**config.mk**
```make
export PLATFORM = sky130hd
export DESIGN_NAME = ahb_lite_modport_flat
export DESIGN_NICKNAME = d
export VERILOG_FILES = /design/src/rtl/ahb_lite_modport_pkg.sv /design/src/rtl/ahb_lite_modport_if.sv /design/src/rtl/ahb_lite_modport_mem_sub.sv /design/src/rtl/ahb_lite_modport.sv /design/src/flat_wrapper.sv
export SDC_FILE = /design/constraint.sdc
export NUM_CORES = 2
export LEC_CHECK = 0
export ABC_AREA = 0
export CORE_UTILIZATION = 57
export CTS_BUF_LIST = sky130_fd_sc_hd__clkbuf_16
export DETAILED_ROUTE_END_ITERATION = 8
export GPL_TIMING_DRIVEN = 0
export PLACE_DENSITY_LB_ADDON = 0.3
export SLEW_MARGIN = 20
export SYNTH_ARGS = -nofsm -noshare
export SYNTH_HDL_FRONTEND = slang
export SYNTH_SLANG_ARGS = --single-unit
```
**constraint.sdc**
```tcl
create_clock -name clk -period 2.1 [get_ports clk]
set_input_delay 0.315 -clock clk [delete_from_list [all_inputs] [get_ports clk]]
set_output_delay 0.315 -clock clk [all_outputs]
set_load 0.05 [all_outputs]
```
**src/rtl/ahb_lite_modport_pkg.sv**
```systemverilog
// Shared AHB-Lite widths, encodings and the byte-lane strobe helper.
package ahb_lite_pkg;

  localparam int unsigned ADDR_W                = 32;
  localparam int unsigned DATA_W                = 32;
  localparam int unsigned TRANS_W               = 2;
  localparam int unsigned SIZE_W                = 3;
  localparam int unsigned BURST_W               = 3;
  localparam int unsigned PROT_W                = 4;
  localparam int unsigned RESP_W                = 1;
  localparam int unsigned READY_W               = 1;
  localparam int unsigned BITS_FOR_SUBORDINATES = 2;
  localparam int unsigned STRB_W                = DATA_W / 8;

  typedef enum logic [TRANS_W-1:0] {
    TRANS_IDLE   = 2'd0,
    TRANS_BUSY   = 2'd1,
    TRANS_NONSEQ = 2'd2,
    TRANS_SEQ    = 2'd3
  } HTRANS_e;

  typedef enum logic [SIZE_W-1:0] {
    SIZE_BYTE = 3'd0,
    SIZE_HALF = 3'd1,
    SIZE_WORD = 3'd2
  } HSIZE_e;

  typedef enum logic [BURST_W-1:0] {
    BURST_SINGLE = 3'd0,
    BURST_INCR   = 3'd1,
    BURST_WRAP4  = 3'd2,
    BURST_INCR4  = 3'd3,
    BURST_WRAP8  = 3'd4,
    BURST_INCR8  = 3'd5,
    BURST_WRAP16 = 3'd6,
    BURST_INCR16 = 3'd7
  } HBURST_e;

  typedef enum logic [RESP_W-1:0] {
    RESP_OKAY  = 1'b0,
    RESP_ERROR = 1'b1
  } HRESP_e;

  typedef enum logic [READY_W-1:0] {
    READY_WAIT = 1'b0,
    READY_DONE = 1'b1
  } HREADY_e;

  typedef enum logic {
    WRITE_READ  = 1'b0,
    WRITE_WRITE = 1'b1
  } HWRITE_e;

  typedef enum logic {
    RESET_ACTIVE   = 1'b0,
    RESET_INACTIVE = 1'b1
  } HRESET_e;

  // Little-endian lane enables for a (size, byte offset) pair.
  function automatic logic [STRB_W-1:0] lane_strobe(input logic [SIZE_W-1:0] size,
                                                    input logic [1:0]        off);
    logic [STRB_W-1:0] s;
    case (size)
      SIZE_BYTE: s = 4'b0001 << off;
      SIZE_HALF: s = off[1] ? 4'b1100 : 4'b0011;
      default:   s = 4'b1111;
    endcase
    return s;
  endfunction

endpackage

```
**src/rtl/ahb_lite_modport_if.sv**
```systemverilog
// AHB-Lite bus bundle between the single manager and the subordinate subsystem.
interface ahb_lite_if #(
  parameter int unsigned ADDR_WIDTH = 32,
  parameter int unsigned DATA_WIDTH = 32
);
  import ahb_lite_pkg::*;

  logic                  HWRITE;
  logic [TRANS_W-1:0]    HTRANS;
  logic [SIZE_W-1:0]     HSIZE;
  logic [BURST_W-1:0]    HBURST;
  logic [PROT_W-1:0]     HPROT;
  logic [ADDR_WIDTH-1:0] HADDR;
  logic [DATA_WIDTH-1:0] HWDATA;
  logic [DATA_WIDTH-1:0] HRDATA;
  logic                  HRESP;
  logic                  HREADY;

  modport master (
    output HWRITE, HTRANS, HSIZE, HBURST, HPROT, HADDR, HWDATA,
    input  HRDATA, HRESP, HREADY
  );

  modport slave (
    input  HWRITE, HTRANS, HSIZE, HBURST, HPROT, HADDR, HWDATA,
    output HRDATA, HRESP, HREADY
  );

endinterface

```
**src/rtl/ahb_lite_modport_mem_sub.sv**
```systemverilog
// Word-addressed memory subordinate: byte-lane write, combinational read port.
module ahb_lite_mem_sub
  import ahb_lite_pkg::*;
#(
  parameter int unsigned DATA_WIDTH = 32,
  parameter int unsigned MEM_DEPTH  = 16
) (
  input  logic                         clk,
  input  logic                         HRESETn,
  input  logic                         HSELx,
  input  logic                         we,
  input  logic [$clog2(MEM_DEPTH)-1:0] idx,
  input  logic [DATA_WIDTH/8-1:0]      strb,
  input  logic [DATA_WIDTH-1:0]        wdata,
  output logic [DATA_WIDTH-1:0]        rdata
);

  logic [DATA_WIDTH-1:0] mem [MEM_DEPTH];

  // Storage: cleared on reset, enabled lanes updated at the end of a write data phase.
  always_ff @(posedge clk or negedge HRESETn) begin
    if (!HRESETn) begin
      for (int unsigned i = 0; i < MEM_DEPTH; i++) mem[i] <= '0;
    end else if (HSELx && we) begin
      for (int unsigned b = 0; b < DATA_WIDTH / 8; b++) begin
        if (strb[b]) mem[idx][8*b +: 8] <= wdata[8*b +: 8];
      end
    end
  end

  // Read port: full addressed word, lanes not masked.
  always_comb rdata = mem[idx];

endmodule

```
**src/rtl/ahb_lite_modport.sv**
```systemverilog
// AHB-Lite subordinate subsystem: decode, error check, response FSM, read mux.
module ahb_lite_modport
  import ahb_lite_pkg::*;
#(
  parameter int unsigned ADDR_WIDTH            = 32,
  parameter int unsigned DATA_WIDTH            = 32,
  parameter int unsigned BITS_FOR_SUBORDINATES = 2,
  parameter int unsigned MEM_DEPTH             = 16
) (
  input  logic       clk,
  input  logic       HRESETn,
  ahb_lite_if.slave  bus
);

  localparam int unsigned NSUB    = 2 ** BITS_FOR_SUBORDINATES;
  localparam int unsigned IDX_W   = $clog2(MEM_DEPTH);
  localparam int unsigned IDX_LSB = 2;
  localparam int unsigned IDX_MSB = IDX_W + 1;
  localparam int unsigned SEL_LSB = ADDR_WIDTH - BITS_FOR_SUBORDINATES;

  typedef enum logic [1:0] {IDLE_OK, DATA, ERR1, ERR2} state_e;

  state_e                           state, state_n;
  logic                             a_valid, a_bad;
  logic [BITS_FOR_SUBORDINATES-1:0] d_sel;
  logic [IDX_W-1:0]                 d_idx;
  logic [SIZE_W-1:0]                d_size;
  logic                             d_write;
  logic [1:0]                       d_off;
  logic [DATA_WIDTH/8-1:0]          d_strb;
  logic                             d_we;
  logic [NSUB-1:0]                  hsel;
  logic [DATA_WIDTH-1:0]            sub_rdata [NSUB];
  logic                             unused_ok;

  // HBURST/HPROT carry no state: each beat supplies its own address.
  assign unused_ok = ^{bus.HBURST, bus.HPROT};

  // Address-phase acceptance, legality check and next-state selection.
  always_comb begin
    a_valid = (state != ERR1) &&
              (bus.HTRANS == TRANS_NONSEQ || bus.HTRANS == TRANS_SEQ);
    a_bad   = (bus.HSIZE > SIZE_WORD) ||
              (bus.HSIZE == SIZE_HALF && bus.HADDR[0]) ||
              (bus.HSIZE == SIZE_WORD && (|bus.HADDR[1:0])) ||
              (|bus.HADDR[SEL_LSB-1:IDX_MSB+1]);
    state_n = IDLE_OK;
    if (a_valid) state_n = a_bad ? ERR1 : DATA;
    else if (state == ERR1) state_n = ERR2;
  end

  // Response state register.
  always_ff @(posedge clk or negedge HRESETn) begin
    if (!HRESETn) state <= IDLE_OK;
    else          state <= state_n;
  end

  // Pending data-phase attributes, captured on a legal accept.
  always_ff @(posedge clk or negedge HRESETn) begin
    if (!HRESETn) begin
      d_sel   <= '0;
      d_idx   <= '0;
      d_size  <= '0;
      d_write <= 1'b0;
      d_off   <= '0;
    end else if (a_valid && !a_bad) begin
      d_sel   <= bus.HADDR[ADDR_WIDTH-1:SEL_LSB];
      d_idx   <= bus.HADDR[IDX_MSB:IDX_LSB];
      d_size  <= bus.HSIZE;
      d_write <= bus.HWRITE;
      d_off   <= bus.HADDR[1:0];
    end
  end

  // Data-phase write control and subordinate select decode.
  always_comb begin
    d_strb = lane_strobe(d_size, d_off);
    d_we   = (state == DATA) && d_write;
    hsel   = '0;
    for (int unsigned s = 0; s < NSUB; s++) begin
      hsel[s] = (d_sel == BITS_FOR_SUBORDINATES'(s));
    end
  end

  for (genvar s = 0; s < NSUB; s++) begin : g_sub
    ahb_lite_mem_sub #(
      .DATA_WIDTH (DATA_WIDTH),
      .MEM_DEPTH  (MEM_DEPTH)
    ) u_mem (
      .clk     (clk),
      .HRESETn (HRESETn),
      .HSELx   (hsel[s]),
      .we      (d_we),
      .idx     (d_idx),
      .strb    (d_strb),
      .wdata   (bus.HWDATA),
      .rdata   (sub_rdata[s])
    );
  end

  // Manager-facing response: wait only in ERR1, ERROR across both error cycles.
  always_comb begin
    bus.HREADY = (state != ERR1);
    bus.HRESP  = (state == ERR1) || (state == ERR2);
    bus.HRDATA = (state == DATA && !d_write) ? sub_rdata[d_sel] : '0;
  end

endmodule

```
**src/flat_wrapper.sv**
```systemverilog
// flat-port wrapper written by rule: the top's interface ports become plain ports
module ahb_lite_modport_flat import ahb_lite_pkg::*;
#(
  parameter int unsigned ADDR_WIDTH            = 32,
  parameter int unsigned DATA_WIDTH            = 32,
  parameter int unsigned BITS_FOR_SUBORDINATES = 2,
  parameter int unsigned MEM_DEPTH             = 16
)
  (clk, HRESETn, bus_HWRITE, bus_HTRANS, bus_HSIZE, bus_HBURST, bus_HPROT, bus_HADDR, bus_HWDATA, bus_HRDATA, bus_HRESP, bus_HREADY);
  ahb_lite_if #(.ADDR_WIDTH(ADDR_WIDTH), .DATA_WIDTH(DATA_WIDTH)) bus_i ();
  input  logic clk;
  input  logic HRESETn;
  input wire logic [$bits(bus_i.HWRITE)-1:0] bus_HWRITE;
  input wire logic [$bits(bus_i.HTRANS)-1:0] bus_HTRANS;
  input wire logic [$bits(bus_i.HSIZE)-1:0] bus_HSIZE;
  input wire logic [$bits(bus_i.HBURST)-1:0] bus_HBURST;
  input wire logic [$bits(bus_i.HPROT)-1:0] bus_HPROT;
  input wire logic [$bits(bus_i.HADDR)-1:0] bus_HADDR;
  input wire logic [$bits(bus_i.HWDATA)-1:0] bus_HWDATA;
  output wire logic [$bits(bus_i.HRDATA)-1:0] bus_HRDATA;
  output wire logic [$bits(bus_i.HRESP)-1:0] bus_HRESP;
  output wire logic [$bits(bus_i.HREADY)-1:0] bus_HREADY;
  assign bus_i.HWRITE = bus_HWRITE;
  assign bus_i.HTRANS = bus_HTRANS;
  assign bus_i.HSIZE = bus_HSIZE;
  assign bus_i.HBURST = bus_HBURST;
  assign bus_i.HPROT = bus_HPROT;
  assign bus_i.HADDR = bus_HADDR;
  assign bus_i.HWDATA = bus_HWDATA;
  assign bus_HRDATA = bus_i.HRDATA;
  assign bus_HRESP = bus_i.HRESP;
  assign bus_HREADY = bus_i.HREADY;
  ahb_lite_modport #(.ADDR_WIDTH(ADDR_WIDTH), .DATA_WIDTH(DATA_WIDTH), .BITS_FOR_SUBORDINATES(BITS_FOR_SUBORDINATES), .MEM_DEPTH(MEM_DEPTH)) u_core (.clk(clk), .HRESETn(HRESETn), .bus(bus_i));
endmodule
```
* Yosys cells after proc, flatten, opt, wreduce, memory -nomap -nowiden
Index checks and enable logic that the tools add are counted.
** Word-level totals
- Bits in read-only memories :: 0
- Output and inout port bits :: 34
- Bits in registers :: 2062
- Input bits :: 79
- Bits in writable memories :: 0
- Logic and storage cells :: 184
- Latch bits :: 0
- Memories kept :: 0
** Operators by class
- Equality and inequality tests :: 12
- $add $sub $neg :: 0
- Magnitude comparators :: 4
- Shift operators :: 1
- Bitwise logic cells :: 2
- Mux-type cells :: 73
- Multiply operators :: 0
- Div/mod/pow operators :: 0
- Reductions and logical operators :: 22
** Operators with widths (number)
- $mux 512 :: 28
- $bwmux 512 :: 16
- $bmux 32 s4 :: 4
- $demux 32 s4 :: 4
- $mux 32 :: 12
- $bmux 32 s2 :: 1
- $mux 24 :: 1
- $reduce_or 24->1 :: 1
- $mux 16 :: 1
- $eq 2x2->1 const B :: 6
- $logic_and 1x1->1 :: 11
- $mux 8 :: 1
- $pmux 4 s2 :: 1
- $eq 3x1->1 const B :: 2
- $mux 2 :: 3
- $ge 5x5->1 const B :: 1
- $logic_or 1x1->1 :: 5
- $lt 5x1->1 const B :: 1
- $not 4->5 :: 1
- $eq 2x1->1 const B :: 2
- $mux 4 :: 1
- $shl 1x2->4 const A :: 1
- $eq 3x2->1 const B :: 1
- $ge 3x3->1 const B :: 1
- 7 further kinds :: 8

* Depth between registers and ports, before layout
- Depth in word-level cells :: 16
- Depth in mapped cells :: 9
- Mapped depth without buffers :: 5

* By module
Synthesis repeated with hierarchy kept, for this count alone.
** Second synthesis, totals
- Cells, all modules :: 5872
- Area, all modules :: 94554.4 sq um
** By module, submodules not included
- ahb_lite_mem_sub :: sequential area each 12812.3 sq um, instances 4, cells each 1434, area each 23209.8 sq um
- ahb_lite_modport :: sequential area each 350.3 sq um, instances 1, cells each 136, area each 1715.4 sq um

* Worst setup path after synthesis
Ideal clock, no wire load.
- Path type :: register -> output
- Start :: register u_core.d_idx[0]
- End :: output port bus_HRDATA[11]
- Data arrival time :: 2.231 ns
- Path slack :: -0.446 ns
- Stages on the path, launching flop included :: 8
- Buffers on the path :: 3
- Cell sequence :: dfrtp_1 -> buf_6 -> buf_2 -> buf_2 -> mux4_2 -> a22oi_1 -> nand2_1 -> a221o_1
** Between the ends
- Cells in the longest elaborated chain, start to end :: 8
- Elaborated cells between the ends (all ways) :: 17
** Ends and longest elaborated chain
- start: declaration :: line ahb_lite_modport.sv:26 : logic [IDX_W-1:0] d_idx;
- start signal: assignment :: line ahb_lite_modport.sv:68 : d_idx <= bus.HADDR[IDX_MSB:IDX_LSB];
- $not 4->5 (not written as such) (*) :: line ahb_lite_modport_mem_sub.sv:32 : always_comb rdata = mem[idx];
- $bmux 32 s4 :: line ahb_lite_modport_mem_sub.sv:32
- $mux 32 (not written as such) (2 in series) :: line ahb_lite_modport_mem_sub.sv:32
- $bmux 32 s2 (*) :: line ahb_lite_modport.sv:105 : bus.HRDATA = (state == DATA && !d_write) ? sub_rdata[d_sel] : '0;
- $mux 32 (not written as such) (*) (2 in series) :: line ahb_lite_modport.sv:105
- $mux 32 (*) :: line ahb_lite_modport.sv:105
- end: declaration :: line flat_wrapper.sv:20 : output wire logic [$bits(bus_i.HRDATA)-1:0] bus_HRDATA;
Every way passes the cells marked *; elsewhere a longest branch is shown, timed or not. The select of a mux whose other input is x is not followed.

* Worst setup path after layout
- Start :: register u_core.d_idx[0]
- End :: output port bus_HRDATA[6]
The elaborated chain is that of the path after synthesis.

==> qor.txt <==
initial DRC count: 7175
clock latency on the worst-skew pair: 0.90 ns
Rel. slew slack: 0.111
first-pass GRT wire length: 472 mm
post-synth top area share: 0.550
IO buf count: 72
DP HPWL: 238 mm
Final setup viols: 2082
reg2reg path depth: 10
Synth cell types: 38
layout cells sized above 1: 0.557
top-count cell post-synth: dfrtp_1
CTS sink cnt: 2062
FF-to-FF Start: u_core.d_idx[0]$_DFFE_PN0P_
top_reg_cell synth: dfrtp_1
Cells after Synth: 5941
Starting Density: 0.575
Die W: 408 um
initial antenna violation count: 27
Critical Path RT: 1.78 ns
final core utilization: 0.669
FF-to-FF End: u_core.g_sub[2].u_mem.mem[380]$_DFFE_PN0P_
antenna-violating nets left: 1
CP Data Arrival Time: 3.97 ns
Non-Filler Instances: 8723
Root Driver: clkbuf_16
final hold viol count: 353
die area: 166000 um^2
RePlAce Congestion: 1.14
vias in the first global route: 61427
status: finished with violations
Synth top cells by count: dfrtp_1 (2062), mux2_2 (1999), mux4_2 (512), clkbuf_1 (298), a22oi_1 (192)
total CTS buffers: 210
Overall Global Routing Usage: 0.409
Cell Area, Synth: 93800 um^2
Inst Count DP: 8216
Via Count: 60475
Crit. End Element: output pin
asr flop ratio synth: 1.00
Setup CP Type: reg2out
sequential area share after synthesis: 0.550
Least-Margin Pin Slew: 1.33 ns
PD cells: 760 nW/um^2
FF-to-FF setup slack: -1.49 ns
DRC: 0
fin crit share: 2.04
Setup crit start: u_core.d_idx[0]$_DFFE_PN0P_
final-layout fill cell count: 11185
type of origin of the critical path: flop
Worst-path clk slew: 0.07 ns
total power: 82.9 mW
hold slack: -0.640 ns
multi-input logic area: 42000 um^2
P&R area growth vs syn: 16.3%
ranking of synthesized cells by area: dfrtp_1 (55%), mux2_2 (24%), mux4_2 (12%), a22oi_1 (1.5%), clkbuf_1 (1.2%)
CTS max path bufs: 3
global route overflow: 0
Nets: 6433
WL final: 339 mm
Worst Path Max Fanout: 8
Die Y-Extent: 408 um
core area: 163000 um^2
final setup TNS: -1625.94 ns
row cnt: 148
largest net degree at the start of global routing: 158
final slew viol count: 0
worst hold path class: in2async
VDD IR max: 0.000934 V
Avg Synthesized Cell Area: 15.8 um^2
Post-synth EDFFs: 0
register area: 51600 um^2
number of synthesized register bits: 2062
H-tree depth: 4
synth warn: 0
fmax: 0.233 GHz
violated checks: antenna rules, hold timing, setup timing
RSZ-0062 raised after global routing: yes
max-cap viol count: 0
clock skew: 0.0396 ns
Syn Nets: 6020
Pleak: 47.1 nW
Wirelength per Cell: 38.8 um
I/O pin count: 113
fin worst setup slack: -2.18 ns
Final min period: 4.28 ns
Critical Path Sink: bus_HRDATA[6]
largest area contributor in the netlist: dfrtp_1
CTS tree: done
drt via density: 6.93
drt first pass iters: 7
critical path, cell delays in order (launching register included):
cell and delay, ns:
dfrtp_1 0.37, buf_6 0.16, buf_12 0.16, buf_12 0.21, buf_16 0.18, mux4_2 0.55
a22oi_2 0.52, a31oi_4 0.31, a221o_2 0.40, buf_6 0.16
final cells by class:
cell class / instances / share of cell area
antenna: 18 / 0.000413
buffer: 459 / 0.0303
clock buffer: 213 / 0.0489
clock inverter: 175 / 0.0121
inverter: 2 / 0.0000688
multi-input combinational: 3415 / 0.385
sequential: 2062 / 0.473
tap: 2175 / 0.0249
timing repair buffer: 204 / 0.0255
layout by cell type (no fill, tap or decap), drive strengths merged, types with 2 or more instances in the layout:
cell type / n
dfrtp: 2062
mux2: 2059
clkbuf: 514
mux4: 512
buf: 320
a22oi: 192
nor2: 184
nand2: 179
clkinv: 103
nand3: 79
mux2i: 64
inv: 52
clkdlybuf4s50: 39
a221o: 32
a31oi: 32
o22a: 32
diode: 18
bufinv: 15
nor3: 10
clkinvlp: 7
nand2b: 7
or2: 6
nor4: 5
and2: 4
o21ai: 4
nor2b: 3
nand4: 2
or3: 2
o21a: 2
nor3b: 2
cell families after synthesis:
family | share of synthesized area
mux | 0.377
compound gates | 0.0243
flops | 0.550
buf+inv | 0.0216
simple gates | 0.0272
metal layers:
metal | routed length, um | part of all wire | global-route usage
met5 | 246 | 0.00073 | 0
met4 | 26200 | 0.077 | 0.269
met3 | 44600 | 0.13 | 0.174
met2 | 144000 | 0.42 | 0.568
met1 | 124000 | 0.37 | 0.524
power breakdown:
| part | switching, mW | total [mW] | internal, mW |
|---|---|---|---|
| Combinational | 3.22 | 4.72 | 1.50 |
| Clock | 16.7 | 37.0 | 20.3 |
| Sequential | 0.529 | 41.2 | 40.7 |
| Total | 20.5 | 82.9 | 62.4 |
through the flow:
stage               area, um^2  setup WS (ns)  hold slack (ns)
global route            109000          -2.12           -0.589
floorplan                94200         -0.294           0.0194
finish                  109000          -2.18           -0.640
CTS                     108000          -2.11           -0.625
global placement         97600         -90.50            0.462
detailed placement       98400          -3.04            0.280
sequential cells by signal, summed over array words and instances (netlist names):
| register | cells |
|---|---|
| u_core.d_idx | 4 |
| u_core.d_size | 3 |
| u_core.g_sub.u_mem.mem | 2048 |
| u_core.d_off | 2 |
| u_core.d_sel | 2 |
| u_core.state | 2 |
| u_core.d_write | 1 |
how the worst min path moves through the flow:
stage,cells past startpoint,from,to
after floorplan,0,HRESETn,u_core.d_idx[0]$_DFFE_PN0P_
after global placement,1,u_core.g_sub[1].u_mem.mem[166]$_DFFE_PN0P_,u_core.g_sub[1].u_mem.mem[166]$_DFFE_PN0P_
after detailed placement,1,HRESETn,u_core.g_sub[0].u_mem.mem[428]$_DFFE_PN0P_
after CTS,1,HRESETn,u_core.g_sub[0].u_mem.mem[426]$_DFFE_PN0P_
after global routing,1,HRESETn,u_core.g_sub[0].u_mem.mem[393]$_DFFE_PN0P_
final,1,HRESETn,u_core.g_sub[0].u_mem.mem[393]$_DFFE_PN0P_
timing repair:
item | in CTS | in global routing
endpoints found under the setup margin | 2207 | 2206
setup buffers | 40 | 54
gates resized for setup | 782 | 148
hold buffers | 1 | 1
pin swaps | 72 | 61
cloned | 4 | 5
endpoints found under the hold margin | 338 | 121
No activity file was read; power rests on OpenSTA's default activity.
